<file path="src/rtl/rdma_pkg.sv">
// rdma_pkg: shared definitions for the rdma_recv_v2 receive engine.
// Contents: header byte offsets, default header magic, receive FSM state
// encoding and the AW FIFO entry layout.
package rdma_pkg;

  // Byte offsets inside the header beat. Byte 0 is the most-significant
  // byte of TDATA, so multi-byte fields read in network (big-endian) order.
  localparam int HDR_MAGIC_OFS = 40;
  localparam int HDR_ADDR_OFS  = 42;
  localparam int HDR_LEN_OFS   = 50;

  localparam logic [15:0] HDR_MAGIC_DEFAULT = 16'hD0A5;

  typedef enum logic [2:0] {
    ST_HDR   = 3'd0,
    ST_XFER  = 3'd1,
    ST_PAD   = 3'd2,
    ST_DRAIN = 3'd3,
    ST_DROP  = 3'd4
  } rx_state_e;

  // One pending AW request. addr is kept at full 64 bits and truncated to
  // the bus address width at the AW port.
  typedef struct packed {
    logic [63:0] addr;
    logic [7:0]  len;
  } aw_entry_t;

  // Bit index of the MSB of byte 'idx' in a beat of 'dw' bits.
  function automatic int byte_msb(input int dw, input int idx);
    return dw - 1 - 8 * idx;
  endfunction

endpackage

</file>
<file path="src/rtl/rdma_aw_fifo.sv">
// rdma_aw_fifo: synchronous FIFO holding pending AW requests.
// Latency: a pushed entry is visible at dout_o on the next clk (head read from flops).
// Backpressure: push ignored when full, pop ignored when empty; caller gates with flags.
// Ports: clk/rst, push_i+din_i, pop_i, dout_o (head entry), full_o, empty_o.
module rdma_aw_fifo #(
  parameter int WIDTH = 72,
  parameter int DEPTH = 4
) (
  input  logic             clk,
  input  logic             rst,
  input  logic             push_i,
  input  logic [WIDTH-1:0] din_i,
  input  logic             pop_i,
  output logic [WIDTH-1:0] dout_o,
  output logic             full_o,
  output logic             empty_o
);

  localparam int PW = $clog2(DEPTH);

  logic [WIDTH-1:0] mem_q [DEPTH];
  logic [PW-1:0]    wr_ptr_q;
  logic [PW-1:0]    rd_ptr_q;
  logic [PW:0]      cnt_q;
  logic             push_ok;
  logic             pop_ok;

  assign full_o  = (cnt_q == (PW+1)'(DEPTH));
  assign empty_o = (cnt_q == '0);
  assign push_ok = push_i && !full_o;
  assign pop_ok  = pop_i && !empty_o;

  // Storage is reset so the AW outputs read as zero out of reset.
  assign dout_o = mem_q[rd_ptr_q];

  always_ff @(posedge clk or posedge rst) begin
    if (rst) begin
      for (int i = 0; i < DEPTH; i++) begin
        mem_q[i] <= '0;
      end
      wr_ptr_q <= '0;
      rd_ptr_q <= '0;
      cnt_q    <= '0;
    end else begin
      if (push_ok) begin
        mem_q[wr_ptr_q] <= din_i;
        wr_ptr_q        <= wr_ptr_q + PW'(1);
      end
      if (pop_ok) begin
        rd_ptr_q <= rd_ptr_q + PW'(1);
      end
      case ({push_ok, pop_ok})
        2'b10:   cnt_q <= cnt_q + (PW+1)'(1);
        2'b01:   cnt_q <= cnt_q - (PW+1)'(1);
        default: cnt_q <= cnt_q;
      endcase
    end
  end

endmodule

</file>
<file path="src/rtl/rdma_recv_v2.sv">
// rdma_recv_v2: RDMA receive engine, AXI-Stream packets in, AXI4 write bursts out.
// Latency: header accept to AWVALID one clk; W data is a zero-latency pass-through.
// Backpressure: header beat stalls on AW FIFO full or outstanding limit; data beats follow WREADY.
// Ports: clk/reset; AXIS_RDMA_* packet stream; M_AXI_AW*/W*/B* write master (constant
// AW attributes, BREADY tied high); pkt/drop/len_err/bresp_err wrapping counters; outstanding.
module rdma_recv_v2
  import rdma_pkg::*;
#(
  parameter int          DATA_WIDTH      = 512,
  parameter int          ADDR_WIDTH      = 64,
  parameter int          AW_FIFO_DEPTH   = 4,
  parameter int          MAX_OUTSTANDING = 16,
  parameter logic [15:0] HDR_MAGIC       = HDR_MAGIC_DEFAULT
) (
  input  logic                                     clk,
  input  logic                                     reset,
  // packet stream
  input  logic [DATA_WIDTH-1:0]                    AXIS_RDMA_TDATA,
  input  logic [DATA_WIDTH/8-1:0]                  AXIS_RDMA_TKEEP,
  input  logic                                     AXIS_RDMA_TVALID,
  input  logic                                     AXIS_RDMA_TLAST,
  output logic                                     AXIS_RDMA_TREADY,
  // AW channel
  output logic [ADDR_WIDTH-1:0]                    M_AXI_AWADDR,
  output logic [7:0]                               M_AXI_AWLEN,
  output logic                                     M_AXI_AWVALID,
  input  logic                                     M_AXI_AWREADY,
  output logic [2:0]                               M_AXI_AWSIZE,
  output logic [1:0]                               M_AXI_AWBURST,
  output logic                                     M_AXI_AWID,
  output logic                                     M_AXI_AWLOCK,
  output logic [3:0]                               M_AXI_AWCACHE,
  output logic [3:0]                               M_AXI_AWQOS,
  output logic [2:0]                               M_AXI_AWPROT,
  // W channel
  output logic [DATA_WIDTH-1:0]                    M_AXI_WDATA,
  output logic [DATA_WIDTH/8-1:0]                  M_AXI_WSTRB,
  output logic                                     M_AXI_WLAST,
  output logic                                     M_AXI_WVALID,
  input  logic                                     M_AXI_WREADY,
  // B channel
  input  logic [1:0]                               M_AXI_BRESP,
  input  logic                                     M_AXI_BVALID,
  output logic                                     M_AXI_BREADY,
  // status
  output logic [31:0]                              pkt_count,
  output logic [31:0]                              drop_count,
  output logic [31:0]                              len_err_count,
  output logic [31:0]                              bresp_err_count,
  output logic [$clog2(MAX_OUTSTANDING+1)-1:0]     outstanding
);

  localparam int KW = DATA_WIDTH / 8;
  localparam int OW = $clog2(MAX_OUTSTANDING + 1);
  localparam logic [OW-1:0] MAX_OUT = OW'(MAX_OUTSTANDING);

  // ---------------------------------------------------------------------------
  // Constant AW attributes and B ready
  // ---------------------------------------------------------------------------
  assign M_AXI_AWSIZE  = 3'($clog2(KW));
  assign M_AXI_AWBURST = 2'b01;
  assign M_AXI_AWID    = 1'b0;
  assign M_AXI_AWLOCK  = 1'b0;
  assign M_AXI_AWCACHE = 4'b0000;
  assign M_AXI_AWQOS   = 4'b0000;
  assign M_AXI_AWPROT  = 3'b001;
  assign M_AXI_BREADY  = 1'b1;

  // ---------------------------------------------------------------------------
  // State
  // ---------------------------------------------------------------------------
  rx_state_e       state_q;
  logic [7:0]      beat_cnt_q;
  logic [7:0]      cur_len_q;
  logic [OW-1:0]   out_q;
  logic [31:0]     pkt_cnt_q;
  logic [31:0]     drop_cnt_q;
  logic [31:0]     len_err_cnt_q;
  logic [31:0]     bresp_err_cnt_q;
  // Holds TREADY low while reset is asserted and for the first clk after it.
  logic            rdy_en_q;

  // ---------------------------------------------------------------------------
  // Header decode
  // ---------------------------------------------------------------------------
  logic [15:0]           hdr_magic;
  logic [63:0]           hdr_addr64;
  logic [7:0]            hdr_len;
  logic                  hdr_good;

  assign hdr_magic  = AXIS_RDMA_TDATA[byte_msb(DATA_WIDTH, HDR_MAGIC_OFS) -: 16];
  assign hdr_addr64 = AXIS_RDMA_TDATA[byte_msb(DATA_WIDTH, HDR_ADDR_OFS)  -: 64];
  assign hdr_len    = AXIS_RDMA_TDATA[byte_msb(DATA_WIDTH, HDR_LEN_OFS)   -: 8];
  // A single-beat packet carries no payload, so it is treated as malformed.
  assign hdr_good   = (hdr_magic == HDR_MAGIC) && !AXIS_RDMA_TLAST;

  // ---------------------------------------------------------------------------
  // AW FIFO
  // ---------------------------------------------------------------------------
  aw_entry_t fifo_din;
  aw_entry_t fifo_dout;
  logic      fifo_full;
  logic      fifo_empty;
  logic      fifo_push;
  logic      fifo_pop;

  assign fifo_din.addr = 64'(hdr_addr64[ADDR_WIDTH-1:0]);
  assign fifo_din.len  = hdr_len;

  rdma_aw_fifo #(
    .WIDTH ($bits(aw_entry_t)),
    .DEPTH (AW_FIFO_DEPTH)
  ) u_aw_fifo (
    .clk     (clk),
    .rst     (reset),
    .push_i  (fifo_push),
    .din_i   (fifo_din),
    .pop_i   (fifo_pop),
    .dout_o  (fifo_dout),
    .full_o  (fifo_full),
    .empty_o (fifo_empty)
  );

  assign M_AXI_AWADDR  = fifo_dout.addr[ADDR_WIDTH-1:0];
  assign M_AXI_AWLEN   = fifo_dout.len;
  assign M_AXI_AWVALID = !fifo_empty;
  assign fifo_pop      = M_AXI_AWVALID && M_AXI_AWREADY;

  // ---------------------------------------------------------------------------
  // Stream / W channel steering
  // ---------------------------------------------------------------------------
  logic tready_c;
  logic beat_last;
  logic t_hs;
  logic w_hs;
  logic b_hs;
  logic hdr_accept;
  logic out_inc;
  logic out_dec;

  assign beat_last = (beat_cnt_q == cur_len_q);

  always_comb begin
    tready_c     = 1'b0;
    M_AXI_WVALID = 1'b0;
    M_AXI_WDATA  = '0;
    M_AXI_WSTRB  = '0;
    M_AXI_WLAST  = 1'b0;
    case (state_q)
      ST_HDR: begin
        tready_c = !fifo_full && (out_q < MAX_OUT);
      end
      ST_XFER: begin
        tready_c     = M_AXI_WREADY;
        M_AXI_WVALID = AXIS_RDMA_TVALID;
        M_AXI_WDATA  = AXIS_RDMA_TDATA;
        M_AXI_WSTRB  = AXIS_RDMA_TKEEP;
        M_AXI_WLAST  = beat_last;
      end
      ST_PAD: begin
        // Stream paused; fill the burst with null-strobe beats.
        M_AXI_WVALID = 1'b1;
        M_AXI_WLAST  = beat_last;
      end
      ST_DRAIN, ST_DROP: begin
        tready_c = 1'b1;
      end
      default: begin
        tready_c = 1'b0;
      end
    endcase
  end

  assign AXIS_RDMA_TREADY = tready_c && rdy_en_q;

  assign t_hs       = AXIS_RDMA_TVALID && AXIS_RDMA_TREADY;
  assign w_hs       = M_AXI_WVALID && M_AXI_WREADY;
  assign b_hs       = M_AXI_BVALID;  // BREADY is tied high
  assign hdr_accept = (state_q == ST_HDR) && t_hs && hdr_good;
  assign fifo_push  = hdr_accept;
  assign out_inc    = hdr_accept;
  assign out_dec    = b_hs && (out_q != '0);

  // ---------------------------------------------------------------------------
  // Receive FSM and counters
  // ---------------------------------------------------------------------------
  always_ff @(posedge clk or posedge reset) begin
    if (reset) begin
      state_q         <= ST_HDR;
      beat_cnt_q      <= '0;
      cur_len_q       <= '0;
      out_q           <= '0;
      pkt_cnt_q       <= '0;
      drop_cnt_q      <= '0;
      len_err_cnt_q   <= '0;
      bresp_err_cnt_q <= '0;
      rdy_en_q        <= 1'b0;
    end else begin
      rdy_en_q <= 1'b1;

      case (state_q)
        ST_HDR: begin
          if (t_hs) begin
            if (hdr_good) begin
              beat_cnt_q <= '0;
              cur_len_q  <= hdr_len;
              state_q    <= ST_XFER;
            end else begin
              drop_cnt_q <= drop_cnt_q + 32'd1;
              state_q    <= AXIS_RDMA_TLAST ? ST_HDR : ST_DROP;
            end
          end
        end
        ST_XFER: begin
          if (w_hs) begin
            beat_cnt_q <= beat_cnt_q + 8'd1;
            if (beat_last) begin
              if (AXIS_RDMA_TLAST) begin
                pkt_cnt_q <= pkt_cnt_q + 32'd1;
                state_q   <= ST_HDR;
              end else begin
                // Burst full but packet continues: discard the excess.
                len_err_cnt_q <= len_err_cnt_q + 32'd1;
                state_q       <= ST_DRAIN;
              end
            end else if (AXIS_RDMA_TLAST) begin
              // Packet ended early: the burst length is committed on AW,
              // so the remaining beats must still be issued.
              len_err_cnt_q <= len_err_cnt_q + 32'd1;
              state_q       <= ST_PAD;
            end
          end
        end
        ST_PAD: begin
          if (M_AXI_WREADY) begin
            beat_cnt_q <= beat_cnt_q + 8'd1;
            if (beat_last) begin
              state_q <= ST_HDR;
            end
          end
        end
        ST_DRAIN, ST_DROP: begin
          if (AXIS_RDMA_TVALID && AXIS_RDMA_TLAST) begin
            state_q <= ST_HDR;
          end
        end
        default: begin
          state_q <= ST_HDR;
        end
      endcase

      case ({out_inc, out_dec})
        2'b10:   out_q <= out_q + OW'(1);
        2'b01:   out_q <= out_q - OW'(1);
        default: out_q <= out_q;
      endcase

      if (b_hs && (M_AXI_BRESP != 2'b00)) begin
        bresp_err_cnt_q <= bresp_err_cnt_q + 32'd1;
      end
    end
  end

  assign pkt_count       = pkt_cnt_q;
  assign drop_count      = drop_cnt_q;
  assign len_err_count   = len_err_cnt_q;
  assign bresp_err_count = bresp_err_cnt_q;
  assign outstanding     = out_q;

endmodule

</file>
<file path="config.mk">
export PLATFORM = sky130hd
export DESIGN_NAME = rdma_recv_v2
export DESIGN_NICKNAME = d
export VERILOG_FILES = /design/src/rtl/rdma_pkg.sv /design/src/rtl/rdma_aw_fifo.sv /design/src/rtl/rdma_recv_v2.sv
export SDC_FILE = /design/constraint.sdc
export NUM_CORES = 1
export LEC_CHECK = 0
export BUFFER_PORTS_ARGS = -buffer_cell sky130_fd_sc_hd__buf_2
export CORE_AREA = 2 2 536 538
export CTS_CLUSTER_DIAMETER = 150
export CTS_CLUSTER_SIZE = 12
export DETAILED_ROUTE_END_ITERATION = 16
export DIE_AREA = 0 0 538 540
export SLEW_MARGIN = 20
export SYNTH_ARGS = -nofsm -noshare
export SYNTH_HDL_FRONTEND = slang
export SYNTH_HIERARCHICAL = 1
export SYNTH_SLANG_ARGS = --single-unit
</file>
<file path="constraint.sdc">
create_clock -name clk -period 10.9 [get_ports clk]
set_input_delay 1.635 -clock clk [delete_from_list [all_inputs] [get_ports clk]]
set_output_delay 1.635 -clock clk [all_outputs]
set_load 0.01 [all_outputs]
</file>
# Word level (Yosys, flattened, before mapping)
# Cells that the tools add are included.
# op_classes
n_addsub	11
n_reduce_logical	33
bitwise	3
n_mux	32
n_eq_ne	19
n_lt_le_gt_ge	4
# ops
cell	count
$mux W512	1
$bwmux W288	1
$mux W72	3
$bmux W72 S2	1
$demux W72 S2	1
$add A32 B1 Y32 const B	4
$mux W32	3
$mux W64	1
$mux W8	4
$mux W3	9
$pmux W8 S3	1
$eq A16 B16 Y1 const B	1
$logic_and A1 B1 Y1	14
$ne A2 B2 Y1 const B	7
$pmux W3 S4	1
$pmux W5 S2	1
$add A8 B1 Y8 const B	1
$eq A8 B8 Y1	1
$reduce_and A4 Y1	2
$reduce_bool A2 Y1	4
$eq A3 B2 Y1 const B	2
$eq A3 B3 Y1 const B	2
$ge A3 B3 Y1 const B	2
$logic_not A3 Y1	2
other kinds (25)	33
# totals
wordCells	118
ff_bits	448
in_bits	585
out_inout_bits	804

# Depth between registers and ports, before layout
# depth
depth_word	11
ltp_mapped	13
depth_no_buf	13

# Modules after synthesis
# Netlist, hierarchy kept.
# by_module_without_submodules
module	area_each_um2	seq_area_each_um2	cells_per_inst	instances
rdma_aw_fifo	12959.9	7382.1	733	1
rdma_recv_v2	11433.5	3828.7	1327	1

# Worst setup path before layout
# OpenSTA, ideal clock, no wires.
# synth_timing
kind	input port to flip-flop
from	input AXIS_RDMA_TDATA[184]
to	register out_q[4] (netlist: outstanding[4])
t_arrival_ps	3997
setup_time_ps	127
cell_stages	12
required_ps	10773
path_buffers	0
path_slack_ps	6775
cell_sequence	nor4b_1 > and4_1 > nand2_1 > nor2_4 > inv_1 > ha_1 > fa_1 > a21o_1 > a21oi_1 > xor2_1 > nor2_1 > xor2_1
# synth_between
elab_chain_len	5
elab_cells_between_ends	7
cone_classes	eq/ne (3); mux (1); reduce/logical (3)
# synth_lines
element	line	rtl
from (decl)	rdma_recv_v2.sv:18	input logic [DATA_WIDTH-1:0] AXIS_RDMA_TDATA,
$eq A16 B16 Y1 *	rdma_recv_v2.sv:95	assign hdr_good = (hdr_magic == HDR_MAGIC) && !AXIS_RDMA_TLAST;
$logic_and A1 B1 Y1 *	rdma_recv_v2.sv:95	
$logic_and A1 B1 Y1 *	rdma_recv_v2.sv:179	assign hdr_accept = (state_q == ST_HDR) && t_hs && hdr_good;
net fifo_push	rdma_recv_v2.sv:104	logic fifo_push;
$eq A2 B1 Y1 / $eq A2 B2 Y1 (equally long branches)	rdma_recv_v2.sv:252	case ({out_inc, out_dec})
$pmux W5 S2 / $reduce_bool A2 Y1 (equally long branches)	-	
to (signal assigned)	rdma_recv_v2.sv:253	2'b10: out_q <= out_q + OW'(1);
to (signal assigned)	rdma_recv_v2.sv:254	2'b01: out_q <= out_q - OW'(1);
to (signal assigned)	rdma_recv_v2.sv:255	default: out_q <= out_q;
to (decl)	rdma_recv_v2.sv:75	logic [OW-1:0] out_q;
# The timed path passes the listed nets; every way through them passes the cells marked *.
# A chain may end at the register's enable or synchronous reset.

# Final worst setup path
# layout_timing
from	register state_q[1]
to	output M_AXI_WSTRB[21]
# layout_between
elab_chain_len	2
# layout_lines
element	line	rtl
from (decl)	rdma_recv_v2.sv:72	rx_state_e state_q;
from (signal assigned)	rdma_recv_v2.sv:210	state_q <= AXIS_RDMA_TLAST ? ST_HDR : ST_DROP;
$eq A3 B1 Y1	rdma_recv_v2.sv:149	case (state_q)
$mux W64	rdma_recv_v2.sv:149	
to (decl)	rdma_recv_v2.sv:37	output logic [DATA_WIDTH/8-1:0] M_AXI_WSTRB,
# No other way between the ends.

==> metrics.txt <==
status=completed; PostCTS Resize Cnt=0; Synth area leaders=dfrtp_1, and2_1, mux2_2, mux4_2, xnor2_1; share of cells above drive strength 1=54.83%; final wirelength=233300 um; period utilization=48.51%; Hold Path Class=register to register; Post-CTS Repair Setup Buffers=0; maxcap violations=0; Comb pwr share=17.9%; Crit Path Max Fanout=203; mean area per synthesized cell=11.84 um2; Worst EP arrival=3650 ps; post-synth top area cell=dfrtp_1; overall power=3.988 mW; die height=540 um; Detailed Place HPWL=206900 um; sequential power share=45.9%; most numerous cell in the Yosys netlist=and2_1; Internal=2.752 mW; Psw=1.236 mW; Routed Antenna Nets=0; # rows=196; Worst-path clk slew=60 ps; # setup viols final=0; post-synth cell types=63; H-tree levels=2; io pins=1389; CP endpoint kind=primary output; post-synthesis sequential area ratio=45.96%; # DRC=0; Required @ worst endpoint=9270 ps; leading cell types by count after synthesis=and2_1, dfrtp_1, mux2_2; CTS root buf=clkbuf_16; Final Max Tran Viols=0; GRT Total Usage=15.47%; fin crit period=5288 ps; Post-synth EDFFs=0; Fin Setup TNS=0 ps; critical path class=register to primary output; VDD IR-drop max=130.7 uV; RSZ-0062 raised after global routing=no; drt initial violations=1464; Starting Density=8.575%; Max Clk Rate=189.1 MHz; placer congestion estimate=1.015; Port Buffers=1369; clock skew=28.52 ps; Leakage Power=18.98 nW; post-layout util=12.99%; pin count of the biggest net entering global routing=204; Cells after Synth=2060; cell area after synthesis=24390 um2; PD cells=107.9 nW/um2; CTS max path bufs=3; Pre-antenna DRT Iters=6; Ys Warns=6; vias post-DR=22720; CTS buffer count=44; prevailing post-synth register cell=dfrtp_1; CTS tree=built; DR WL/cell=32.07 um; die area=290500 um2; clk_lat worst skew=680 ps; initial antenna violation count=194; final hold viol count=0; DIE WIDTH=538 um; global route overflow=0; slew margin rel.=32.44%; final net count=3982; Yosys reg bits=448; area grow syn2layout=51.46%; CTS Hold Bufs=0; Synth top area share=45.96%; clock sink count=448; first-pass GRT wire length=278500 um; Least-Margin Pin Slew=1013 ps; vias in the first global route=21620; via/cell ratio=3.123; Synth async-reset ratio=100.0%; clock share of power=36.2%; sw frac=31.00%; Hold WS=463.1 ps; Critical Path Source Type=register; Core Region=284500 um2
==> layout make-up <==
class,count,area [um2]
inverters,27,113.9
flip-flops and latches,448,11220
fillers,32660,247500
clock inverters,6,91.34
multi-input cells,1465,12310
well taps,3762,4707
diodes,128,320.3
clock buffers,47,1122
repair buffers,1392,7062
==> per-stage QoR <==
step / setup WS, ps / std cells / cell area (um2)
after floorplan: 1118 / 2078 / 24460
after global placement: 4531 / 7092 / 35380
after detailed placement: 5254 / 7094 / 35410
after CTS: 5428 / 7147 / 36630
after global routing: 5246 / 7203 / 36770
final: 5612 / 7275 / 36950
==> flip-flops by register name, indices dropped and copies added (netlist names) <==
name,flops
u_aw_fifo/mem_q,288
bresp_err_count,32
drop_count,32
len_err_count,32
pkt_count,32
beat_cnt_q,8
cur_len_q,8
outstanding,5
state_q,3
u_aw_fifo/cnt_q,3
u_aw_fifo/rd_ptr_q,2
u_aw_fifo/wr_ptr_q,2
rdy_en_q,1
==> kinds of logic (layout without fill, tap and decap cells) <==
kind of cell | Yosys count | after routing | share of synthesized area, %
buf+inv | 165 | 1472 | 4.093
xor+xnor | 143 | 143 | 5.134
compound gates | 40 | 40 | 1.246
other cells | 2 | 148 | 0.03079
fa+ha+maj | 19 | 19 | 1.036
simple gates | 865 | 865 | 21.74
flops | 448 | 448 | 45.96
mux | 378 | 378 | 20.76
==> power by group through the flow <==
stage,combinational [mW],sequential (mW),clock (mW)
6_report,0.715,1.83,1.44
5_1_grt,0.779,1.84,1.56
4_1_cts,0.732,1.83,1.51
3_5_place_dp,0.729,1.86,0
3_3_place_gp,0.722,1.86,0
2_1_floorplan,0.424,1.81,0
==> worst paths after layout <==
check / endpoint / cells past startpoint / slack (ps) / startpoint
min in group asynchronous: drop_count[2] / 2 / 1090 / reset
worst max-delay path: M_AXI_WSTRB[21] / 6 / 5610 / state_q[1]
worst min-delay path: drop_count[31] / 1 / 460 / drop_count[31]
worst min register to register: drop_count[31] / 1 / 460 / drop_count[31]
max in group asynchronous: u_aw_fifo/mem_q[182] / 3 / 8350 / reset
worst max register to register: u_aw_fifo/mem_q[54] / 9 / 7040 / u_aw_fifo/cnt_q[2]
==> routing by layer <==
layer	GRT usage, %	vias up	part of all wire, %
li1	-	9710	-
met1	16.61	11240	37
met2	24.05	1325	44
met3	9.727	404	14
met4	6.505	40	4.7
met5	0	-	0.11
==> worst max-delay path, cell delays in order (launching register included) <==
cell and delay (ps):
dfrtp_1 510, nand2b_1 270, nor2_4 130, buf_12 490, buf_4 820, and2_1 220
buf_2 310
==> placed cells by master (no fill, tap or decap), types with 3 or more instances in the layout <==
master,n
buf_2,1369
and2_1,581
dfrtp_1,446
mux2_2,303
diode_2,128
xnor2_1,79
mux4_2,72
xor2_1,64
nand2_1,60
nand3_1,48
clkbuf_16,44
nor2_1,35
nand4_1,29
inv_1,25
nor3_1,24
and4_1,20
conb_1,20
buf_4,20
and3_1,18
ha_1,17
nand2b_1,10
a21oi_1,7
a31oi_1,7
nor2_4,6
nor4_1,4
nor4_4,4
o21ai_0,4
nor2b_1,4
nor4bb_2,3
o21a_1,3
mux2i_1,3
nor4_2,3
buf_12,3
(Power assumes the default switching activity.)
